==> src/rtl/move_exec_arbiter.sv <==
`default_nettype none
// ============================================================================
// Module   : move_exec_arbiter
// Purpose  : Owns the board register and round-robin shares one move executor
//            between N_REQ requesters, with at most one move in flight.
// Revision : 1.0 - initial release
// ============================================================================

package move_exec_arbiter_pkg;
    // 64 squares x 4-bit piece code, square 0 = a1 in bits [3:0]
    typedef logic [255:0] board_t;
    // {promotion[3:0], to[5:0], from[5:0]}
    typedef logic [15:0]  move_t;

    localparam board_t c_START_POSITION = {32'hCABEDBAC, 32'h99999999, 128'h0,
                                           32'h11111111, 32'h42365324};
endpackage

module move_exec_arbiter
    import move_exec_arbiter_pkg::*;
#(
    parameter int     N_REQ          = 2,
    parameter int     TIMEOUT_CYCLES = 1023,
    parameter board_t START_BOARD    = c_START_POSITION
) (
    input  logic                       clk_in,
    input  logic                       rst_in,
    input  board_t                     load_board_in,
    input  logic                       load_valid_in,
    output logic                       load_ready_out,
    input  move_t [N_REQ-1:0]          req_move_in,
    input  logic [N_REQ-1:0]           req_valid_in,
    output logic [N_REQ-1:0]           req_ready_out,
    output board_t                     exec_board_out,
    output move_t                      exec_move_out,
    output logic                       exec_valid_out,
    input  board_t                     exec_board_in,
    input  logic                       exec_valid_in,
    output board_t                     board_out,
    output logic                       board_valid_out,
    output logic [$clog2(N_REQ)-1:0]   board_tag_out,
    output logic                       busy_out,
    output logic                       timeout_out
);

    localparam int TAG_W = $clog2(N_REQ);
    localparam int CNT_W = $clog2(TIMEOUT_CYCLES + 1);

    localparam logic [1:0] c_ST_IDLE  = 2'd0;
    localparam logic [1:0] c_ST_ISSUE = 2'd1;
    localparam logic [1:0] c_ST_WAIT  = 2'd2;

    localparam logic [TAG_W:0]   c_N_REQ_EXT = (TAG_W + 1)'(N_REQ);
    localparam logic [TAG_W-1:0] c_LAST_TAG  = TAG_W'(N_REQ - 1);
    localparam logic [CNT_W-1:0] c_CNT_LAST  = CNT_W'(TIMEOUT_CYCLES - 1);

    logic [1:0]       r_state;
    logic [1:0]       w_state_next;
    board_t           r_board;
    logic [TAG_W-1:0] r_ptr;
    logic [TAG_W-1:0] r_tag;
    logic [CNT_W-1:0] r_cnt;

    logic             w_grant_found;
    logic [TAG_W-1:0] w_grant_idx;
    logic             w_load_fire;
    logic             w_grant_fire;
    logic             w_exec_done;
    logic             w_timeout_hit;
    logic [TAG_W-1:0] w_tag_inc;

    // Scan from the pointer upward with wrap-around; first valid requester wins.
    always_comb begin
        w_grant_found = 1'b0;
        w_grant_idx   = '0;
        for (int k = 0; k < N_REQ; k++) begin
            logic [TAG_W:0] v_idx;
            v_idx = {1'b0, r_ptr} + (TAG_W + 1)'(k);
            if (v_idx >= c_N_REQ_EXT) begin
                v_idx = v_idx - c_N_REQ_EXT;
            end
            if (!w_grant_found && req_valid_in[v_idx[TAG_W-1:0]]) begin
                w_grant_found = 1'b1;
                w_grant_idx   = v_idx[TAG_W-1:0];
            end
        end
    end

    // A pending load blocks grants for the cycle it is accepted.
    assign w_load_fire   = (r_state == c_ST_IDLE) && load_valid_in;
    assign w_grant_fire  = (r_state == c_ST_IDLE) && !load_valid_in && w_grant_found;
    assign w_exec_done   = (r_state == c_ST_WAIT) && exec_valid_in;
    assign w_timeout_hit = (r_state == c_ST_WAIT) && !exec_valid_in && (r_cnt == c_CNT_LAST);
    assign w_tag_inc     = (r_tag == c_LAST_TAG) ? '0 : r_tag + TAG_W'(1);

    always_ff @(posedge clk_in) begin
        if (!rst_in) begin
            r_state <= c_ST_IDLE;
        end else begin
            r_state <= w_state_next;
        end
    end

    always_comb begin
        w_state_next = r_state;
        case (r_state)
            c_ST_IDLE:  if (w_grant_fire) w_state_next = c_ST_ISSUE;
            c_ST_ISSUE: w_state_next = c_ST_WAIT;
            c_ST_WAIT:  if (w_exec_done || w_timeout_hit) w_state_next = c_ST_IDLE;
            default:    w_state_next = c_ST_IDLE;
        endcase
    end

    always_comb begin
        load_ready_out = (r_state == c_ST_IDLE);
        exec_valid_out = (r_state == c_ST_ISSUE);
        busy_out       = (r_state != c_ST_IDLE);
        req_ready_out  = '0;
        if (w_grant_fire) begin
            req_ready_out[w_grant_idx] = 1'b1;
        end
    end

    always_ff @(posedge clk_in) begin
        if (!rst_in) begin
            r_board         <= START_BOARD;
            board_out       <= START_BOARD;
            board_valid_out <= 1'b0;
            board_tag_out   <= '0;
            exec_move_out   <= '0;
            r_tag           <= '0;
            r_ptr           <= '0;
            r_cnt           <= '0;
            timeout_out     <= 1'b0;
        end else begin
            board_valid_out <= 1'b0;
            if (w_load_fire) begin
                r_board <= load_board_in;
            end
            if (w_grant_fire) begin
                exec_move_out <= req_move_in[w_grant_idx];
                r_tag         <= w_grant_idx;
            end
            if (r_state == c_ST_ISSUE) begin
                r_cnt <= '0;
            end else if ((r_state == c_ST_WAIT) && !exec_valid_in) begin
                r_cnt <= r_cnt + CNT_W'(1);
            end
            if (w_exec_done) begin
                r_board         <= exec_board_in;
                board_out       <= exec_board_in;
                board_valid_out <= 1'b1;
                board_tag_out   <= r_tag;
                r_ptr           <= w_tag_inc;
            end
            // Abandoned move: board untouched, but the requester still loses its turn.
            if (w_timeout_hit) begin
                timeout_out <= 1'b1;
                r_ptr       <= w_tag_inc;
            end
        end
    end

    assign exec_board_out = r_board;

endmodule
`default_nettype wire

==> config.mk <==
export PLATFORM = sky130hd
export DESIGN_NAME = move_exec_arbiter
export DESIGN_NICKNAME = d
export VERILOG_FILES = /design/src/rtl/move_exec_arbiter.sv
export SDC_FILE = /design/constraint.sdc
export NUM_CORES = 1
export LEC_CHECK = 0
export CORE_AREA = 2 2 424 426
export CTS_BUF_LIST = sky130_fd_sc_hd__clkbuf_8 sky130_fd_sc_hd__clkbuf_16
export DETAILED_ROUTE_END_ITERATION = 7
export DIE_AREA = 0 0 426 428
export GPL_ROUTABILITY_DRIVEN = 0
export SLEW_MARGIN = 20
export SYNTH_ARGS = -nofsm -noshare
export SYNTH_HDL_FRONTEND = slang
export SYNTH_SLANG_ARGS = --single-unit
==> constraint.sdc <==
create_clock -name clk_in -period 1.8 [get_ports clk_in]
set_clock_uncertainty 0.05 [all_clocks]
set_input_delay 0.36 -clock clk_in [delete_from_list [all_inputs] [get_ports clk_in]]
set_output_delay 0.36 -clock clk_in [all_outputs]
set_load 0.1 [all_outputs]
== Word level (Yosys, flattened, before mapping) ==
Cells that the tools add are included.

* Bitwise operators: 1
* Reduce and logical (&&, ||, !) cells: 18
* Equality and inequality tests: 5
* Order comparisons: 6
* $add $sub $neg: 5
* Multiplexer cells: 24

{| class="wikitable"
|+ Operators by type and width
! kind !! number
|-
| $mux W256 || 2
|-
| $mux W16 || 2
|-
| $mux W1 || 15
|-
| $add A10 B1 Y10 const B || 1
|-
| $eq A10 B10 Y1 const B || 1
|-
| $logic_and A1 B1 Y1 || 8
|-
| $lt A1 B2 Y1 const B || 3
|-
| $mux W2 || 3
|-
| $pmux W2 S3 || 1
|-
| $reduce_bool A2 Y1 || 3
|-
| $ne A2 B1 Y1 const B || 2
|-
| $logic_not A1 Y1 || 3
|-
| $add A1 B1 Y2 const B || 1
|-
| $eq A2 B1 Y1 const B || 1
|-
| $eq A2 B2 Y1 const B || 1
|-
| $ge A1 B2 Y1 const B || 1
|-
| $ge A2 B2 Y1 const B || 1
|-
| $logic_not A2 Y1 || 1
|-
| $reduce_and A2 Y1 || 1
|-
| $reduce_or A2 Y1 || 1
|-
| $sub A1 B1 Y1 const B || 2
|-
| $add A1 B1 Y1 const B || 1
|-
| $demux W1 S1 || 1
|-
| $ge A1 B1 Y1 const B || 1
|-
| other kinds (2) || 2
|}

* Register bits: 545
* Bits of input ports: 550
* Word-level logic and storage cells: 69
* Output and inout bits: 536

== Depth between registers and ports, before layout ==
Gate-level depths: netlist of run 1.

* Word-level depth: 13
* Mapped depth: 8
* Gate-level depth less buffers: 6

== Least setup slack after synthesis of run 1 ==
Ideal clock, no wire load.

* Path kind: register to output
* Start: register r_state[1]
* End: output port busy_out
* Buffers on the path: 1
* Stages on the path, launching flop included: 4
* Required time: 1.390 ns
* Path slack: -1.259 ns
* Arrival time: 2.649 ns
* Cells stage by stage: dfxtp_1 > buf_4 > nor2_1 > inv_1

* Word-level cells in the longest chain between the ends: 1

{| class="wikitable"
|+ Ends and longest elaborated chain
! element !! RTL line !! RTL
|-
| start: declaration || 57 || <nowiki>logic [1:0] r_state;</nowiki>
|-
| start signal: assignment || 98 || <nowiki>r_state <= c_ST_IDLE;</nowiki>
|-
| start signal: assignment || 100 || <nowiki>r_state <= w_state_next;</nowiki>
|-
| $reduce_bool A2 Y1 || 117 || <nowiki>busy_out = (r_state != c_ST_IDLE);</nowiki>
|-
| end: declaration || 42 || <nowiki>output logic busy_out,</nowiki>
|}

Every way passes these cells.

== Worst setup path after layout of run 1 ==
* Start: register r_state[1]
* End: register r_board[98], in the netlist exec_board_out[98]

* Word-level cells in the longest chain between the ends: 3
* Elaborated cells on any way between the ends: 6
* Classes of those cells: 1 x eq/ne; 1 x mux; 4 x reduce/logical

{| class="wikitable"
|+ Ends and longest elaborated chain
! element !! RTL line !! RTL
|-
| $eq A2 B2 Y1 / $logic_not A2 Y1 (equally long branches) || 92, 90 ||
|-
| $logic_and A1 B1 Y1 (on tied branches) || 92, 90 ||
|-
| $mux W256 / $reduce_bool A2 Y1 (equally long branches) || n/a ||
|-
| end signal: assignment || 138 || <nowiki>r_board <= load_board_in;</nowiki>
|-
| end signal: assignment || 150 || <nowiki>r_board <= exec_board_in;</nowiki>
|-
| end: declaration || 59 || <nowiki>board_t r_board;</nowiki>
|}

Parallel ways exist; a longest one is shown, timed or not.
A chain may end at the register's enable or synchronous reset.

==> results.toml, run 1 <==
[sta]
final_critical_path_setup_slack_ns = -0.360
period_utilisation_layout = 1.20
slew-limit-headroom = 0.320
setup_viol = 515
finalMaxSlewViolations = 0
final-hold-violation-count = 0
tightest_slew_ns = 1.02
maxClockFrequency_ghz = 0.463
rsz0062_at_grt = "true"
period_needed_ns = 2.16

[global_routing]
first_pass_grt_wire_length_mm = 192
track_usage = 0.151
grt_pass1_vias = 23114
number_of_antenna_violations_at_the_first_check_in_global_routing = 95
globalRouteOverflowTotal = 0
grt_start_max_net_pins = 134

[placement]
port-buffer-count = 1085
place.detailed.hpwl_mm = 107
placed_cell_count = 5831
dp_worst_setup_slack_ns = -0.757

[synth]
synth_edf_count = 0
synth.net_count = 2983
synthTopCellsByArea = "sky130_fd_sc_hd__dfxtp_1 (53%), sky130_fd_sc_hd__nand2_1 (13%), sky130_fd_sc_hd__mux2_2 (11%)"
asyncSetResetFlopFracSynth = 0
postSynthCellCount = 2431
synth.avg_cell_area_sq_um = 8.50
top_count_cell_post_synth = "sky130_fd_sc_hd__nand2_1"
postSynthRegisterBits = 545
synthDominantAreaCellType = "sky130_fd_sc_hd__dfxtp_1"
post_synth_top_area_share = 0.528
synthFlopType = "sky130_fd_sc_hd__dfxtp_1"
post_synth_most_frequent_cells = "sky130_fd_sc_hd__nand2_1 (723), sky130_fd_sc_hd__dfxtp_1 (545), sky130_fd_sc_hd__a21oi_1 (408)"
synth_cell_types = 37
synth.yosys.warnings = 0
synth_sequential_area_ratio = 0.528
syn-cell-area_sq_um = 20700

[cts]
holdBufCountCts = 0
maximum_clock_insertion_buffer_count = 3
clkTransAtPathRegs_ns = 0.06
tritoncts = "done"
cts_made_buffers = 69
clk_root_buffer_cell = "sky130_fd_sc_hd__clkbuf_16"
cts.htree.levels = 3
clock_latency_ns = 0.66
tritoncts_sinks = 545

[route]
drt_iter0_markers = 1571
detailed_route_wire_length_per_cell_um = 24.5
detail_route.vias_per_cell = 3.94
detailroute.via_count = 24185
pre_antenna_drt_iters = 7
drc_errors = 0
route.antenna.remaining_nets = 0
drt-total-wl_mm = 150

[power]
power.switching_uw = 14300
powerDensity_nw_per_um2 = 825
power.share.combinational = 0.314
internal_power_uw = 27300
report.power.total_uw = 41600
static_leak_uw = 0.0196
pwr-share-clk = 0.363
share_seq_of_total_power = 0.323
worst_ir_drop_vdd_uv = 809
netSwitchingFraction = 0.343

[critical_path]
timing.reg2reg.worst_path_depth = 11
required_ns = 2.27
worstPathMaxFanout = 5
critPathCaptureType = "register"
critPathLaunchType = "register"
cp.arrival_ns = 2.63
path_type_of_the_worst_setup_path = "register to register"

[floorplan]
design.core.area_sq_um = 178000
initial_utilization = 0.116
floorplan.die.height_um = 428
die_area_sq_um = 182000
die_width_um = 426
design.portCount = 1086
floorplan.rows = 155

[outcome]
violations = "setup timing"
outcome = "complete, but fails checks"

[min_path]
hold_class = "primary input to register"
hold_path_depth = 3

[run]
cap_viol_max_count = 0

[finish]
final_layout_size_suffix_gt1_frac = 0.490
final_core_utilization = 0.284
synthToLayoutAreaGrowth_pct = 144
nets = 4265
fin_cells = 6138
## power by group through the flow
stage | clock network, uW | registers, uW | logic (uW)
after floorplan | 0 | 17600 | 1890
after global placement | 0 | 13600 | 11000
after detailed placement | 0 | 13600 | 11000
after CTS | 15500 | 13400 | 12300
after global routing | 15900 | 13500 | 13400
final | 15100 | 13400 | 13100
## final timing paths
path | start | end | slack, ns
setup / recovery | r_state[1] | exec_board_out[98] | -0.36
hold / removal | rst_in | timeout_out | 0.18
setup reg to reg | r_state[1] | exec_board_out[98] | -0.36
hold reg to reg | board_out[42] | board_out[42] | 0.44
## layer usage
layer	track usage	share of wire	wire (um)	vias to the layer above
met4	0.0553	0.041	6100	56
met2	0.254	0.48	72600	1198
met3	0.0538	0.094	14200	347
li1	-	-	-	10736
met5	0	0.0025	379	-
met1	0.175	0.38	57000	11848
## kinds of logic after synthesis
| family | Yosys count | share of synthesized area |
|---|---|---|
| fa+ha+maj | 2 | 0.00121 |
| simple gates | 948 | 0.185 |
| flops | 545 | 0.528 |
| mux | 200 | 0.109 |
| xor+xnor | 7 | 0.00297 |
| compound gates | 541 | 0.136 |
| buf+inv | 188 | 0.0381 |
## flip-flops by register name (all words and copies together), names as in the netlist
register and cells:
r_state 2, exec_move_out 16, timeout_out 1, board_valid_out 1
r_cnt 10, r_ptr 1, r_tag 1, board_tag_out 1
exec_board_out 256, board_out 256
## per-stage QoR
step | cell area, sq um | hold slack [ns] | TNS (ns)
after floorplan | 20700 | 0.395 | -0.228
after global placement | 40600 | 0.416 | -275.58
after detailed placement | 40600 | 0.426 | -286.25
after CTS | 46900 | 0.113 | -93.41
after global routing | 50400 | 0.141 | -118.91
final | 50400 | 0.181 | -88.56
## worst max-delay path, stage by stage (launching register included)
cell and delay (ns):
sky130_fd_sc_hd__dfxtp_4 0.36, sky130_fd_sc_hd__buf_6 0.13, sky130_fd_sc_hd__buf_6 0.11, sky130_fd_sc_hd__nor3b_4 0.25, sky130_fd_sc_hd__buf_12 0.18, sky130_fd_sc_hd__buf_16 0.17
sky130_fd_sc_hd__buf_12 0.13, sky130_fd_sc_hd__buf_6 0.09, sky130_fd_sc_hd__buf_8 0.10, sky130_fd_sc_hd__mux2_4 0.30, sky130_fd_sc_hd__nand2_1 0.07, sky130_fd_sc_hd__a21oi_1 0.06
## layout by cell type, fill, tap and decap left out, types with 16 or more instances in the layout
cell type,instances
sky130_fd_sc_hd__a21oi_1,139
sky130_fd_sc_hd__a21oi_2,267
sky130_fd_sc_hd__a221o_1,16
sky130_fd_sc_hd__and3_1,40
sky130_fd_sc_hd__and3_4,17
sky130_fd_sc_hd__buf_12,620
sky130_fd_sc_hd__buf_16,48
sky130_fd_sc_hd__buf_4,84
sky130_fd_sc_hd__buf_6,31
sky130_fd_sc_hd__buf_8,30
sky130_fd_sc_hd__clkbuf_16,98
sky130_fd_sc_hd__clkbuf_8,16
sky130_fd_sc_hd__clkdlybuf4s50_1,547
sky130_fd_sc_hd__dfxtp_1,543
sky130_fd_sc_hd__diode_2,19
sky130_fd_sc_hd__mux2_4,199
sky130_fd_sc_hd__nand2_1,378
sky130_fd_sc_hd__nand2_2,230
sky130_fd_sc_hd__nand2_4,114
sky130_fd_sc_hd__nor2_1,107
sky130_fd_sc_hd__o21ai_0,86
sky130_fd_sc_hd__o21ai_2,17
## cell type report
type	count	area, sq um
Sequential cell	545	10900
Clock inverter	35	427
Timing Repair Buffer	1394	21500
Fill cell	18144	127000
Antenna cell	19	47.5
Clock buffer	87	2000
Inverter	5	30.0
Multi-Input combinational cell	1698	12500
Tap cell	2355	2950
## timing repair
action	in CTS	in global routing
buffers inserted	64	54
pin swaps	214	393
setup endpoints to repair	566	569
resized for setup	399	904
gates cloned	60	29
Note: power is estimated with default switching activity, not from simulation.
==> run 2: changes to the inputs <==
--- a/config.mk
+++ b/config.mk
@@ -5,10 +5,11 @@
 export SDC_FILE = /design/constraint.sdc
 export NUM_CORES = 1
 export LEC_CHECK = 0
-export CORE_AREA = 2 2 424 426
+export ABC_CLOCK_PERIOD_IN_PS = 2300
+export CORE_AREA = 10 10 410 412
 export CTS_BUF_LIST = sky130_fd_sc_hd__clkbuf_8 sky130_fd_sc_hd__clkbuf_16
 export DETAILED_ROUTE_END_ITERATION = 7
-export DIE_AREA = 0 0 426 428
+export DIE_AREA = 0 0 420 422
 export GPL_ROUTABILITY_DRIVEN = 0
 export SLEW_MARGIN = 20
 export SYNTH_ARGS = -nofsm -noshare
==> constraint.sdc (replaced) <==
create_clock -name clk_in -period 2.3 [get_ports clk_in]
set_clock_uncertainty 0.05 [all_clocks]
set_input_delay 0.46 -clock clk_in [delete_from_list [all_inputs] [get_ports clk_in]]
set_output_delay 0.46 -clock clk_in [all_outputs]
set_load 0.1 [all_outputs]
==> run 2 against run 1 <==
Worst hold slack gained 0.11 ns. Final cell count shrank 7.4%. Highest routed layer unchanged. Critical path depth shrank 5. The flow now finishes without violations. Global-route usage shrank 1.0 points. Largest power group unchanged. Sequential cell count is the same. Critical path type is now register to output pin.
==> results.toml, run 2 (synthesis gave the netlist of run 1 again) <==
[sta]
final-hold-violation-count = 0
slew-limit-headroom = 0.364
tightest_slew_ns = 0.951
finalMaxSlewViolations = 0
period_utilisation_layout = 0.967
rsz0062_at_grt = "true"
period_needed_ns = 2.22
final_critical_path_setup_slack_ns = 0.0750
setup_viol = 0
maxClockFrequency_ghz = 0.449

[cts]
clk_root_buffer_cell = "sky130_fd_sc_hd__clkbuf_16"
maximum_clock_insertion_buffer_count = 3
clock_latency_ns = 0.64
tritoncts_sinks = 545
holdBufCountCts = 0
tritoncts = "done"
cts.htree.levels = 3
clkTransAtPathRegs_ns = 0.06
cts_made_buffers = 67

[route]
detailroute.via_count = 22330
detail_route.vias_per_cell = 3.93
drt_iter0_markers = 1835
drc_errors = 0
detailed_route_wire_length_per_cell_um = 23.4
drt-total-wl_mm = 133
pre_antenna_drt_iters = 5
route.antenna.remaining_nets = 0

[finish]
sequential_cell_area_in_the_final_layout_sq_um = 10900
mostFrequentLayoutCells = "sky130_fd_sc_hd__nand2_1 (721), sky130_fd_sc_hd__buf_4 (629), sky130_fd_sc_hd__clkdlybuf4s50_1 (548), sky130_fd_sc_hd__dfxtp_1 (543), sky130_fd_sc_hd__a21oi_1 (406)"
final_layout_size_suffix_gt1_frac = 0.278
mostFrequentLayoutCell = "sky130_fd_sc_hd__nand2_1"
layout.filler_cells = 17462
final_instance_area_sq_um = 36000
synthToLayoutAreaGrowth_pct = 74.0
nets = 4085
multiInputGateArea_sq_um = 9040

[floorplan]
design.core.area_sq_um = 160000
floorplan.die.height_um = 422
initial_utilization = 0.129
design.portCount = 1086
die_area_sq_um = 177000
floorplan.rows = 147
die_width_um = 420

[placement]
detailed_place.area_sq_um = 33500
place.detailed.hpwl_mm = 109
port-buffer-count = 1085
dp_worst_setup_slack_ns = -0.333

[critical_path]
critPathCaptureType = "output pin"
path_type_of_the_worst_setup_path = "register to output pin"
slowest_delay_ns = 0.34
cp.arrival_ns = 1.71
critPathLaunchType = "register"
slowest_stage = "sky130_fd_sc_hd__dfxtp_4"
worstPathMaxFanout = 3
crit_path_cell_trace = "nor3_2 -> buf_4 -> buf_6 -> nand3_4 -> inv_2 -> buf_12"
required_ns = 1.79

[power]
powerDensity_nw_per_um2 = 808
worst_ir_drop_vdd_uv = 561
static_leak_uw = 0.0146

[global_routing]
track_usage = 0.141
number_of_antenna_violations_at_the_first_check_in_global_routing = 107
grt_start_max_net_pins = 124
grt_pass1_vias = 21255
globalRouteOverflowTotal = 0
first_pass_grt_wire_length_mm = 176

[outcome]
outcome = "completed"

[min_path]
hold_class = "primary input to register"

[run]
cap_viol_max_count = 0
run 2: routing by layer:
layer / part of all wire / up-vias / global-route usage
met5: 0.0037 / - / 0
met4: 0.033 / 76 / 0.0439
met3: 0.12 / 297 / 0.0626
met2: 0.49 / 1101 / 0.242
met1: 0.36 / 10538 / 0.154
li1: - / 10318 / -
run 2: worst max-delay path: cells and delay by family, from the launching register on:
kind / cells / cell delay, ns
simple gates: 2 / 0.23
buf+inv: 4 / 0.50
flops: 1 / 0.34
run 2: timing repair:
action                                  4_1_cts  5_1_grt
buffers inserted                              6        0
pin swaps                                     2        1
endpoints found under the setup margin        4        2
cloned                                        0        0
resized for setup                            14        0
run 2: final timing paths:
check                             end  slack, ns      startpoint  depth (start not counted)
setup / recovery     req_ready_out[1]       0.08      r_state[1]                          6
hold / removal    exec_board_out[232]       0.29          rst_in                          3
setup reg to reg     exec_move_out[3]       0.29      r_state[1]                          6
hold reg to reg        board_out[222]       0.40  board_out[222]                          2
run 2: per-stage QoR:
step | cells | utilization | setup TNS [ns] | power [uW] | hold WS (ns)
finish | 5681 | 0.225 | 0 | 29000 | 0.288
detailed placement | 5545 | 0.209 | -34.15 | 17900 | 0.397
floorplan | 2431 | - | -0.182 | 15200 | 0.395
global placement | 5545 | 0.209 | -32.20 | 17900 | 0.392
global route | 5673 | 0.225 | -0.0896 | 30100 | 0.264
CTS | 5669 | 0.225 | -0.0255 | 29500 | 0.207
run 2: final cells by class:
cell class | count | area share
repair buffers | 1216 | 0.305
multi-input cells | 1698 | 0.252
well taps | 2086 | 0.0726
diodes | 12 | 0.000835
flip-flops and latches | 545 | 0.304
clock buffers | 81 | 0.0523
clock inverters | 38 | 0.0132
inverters | 5 | 0.000731
run 2: where the power goes:
| group | internal [uW] | switching, uW |
|---|---|---|
| Combinational | 2370 | 5100 |
| Sequential | 9930 | 303 |
| Clock | 6580 | 4770 |
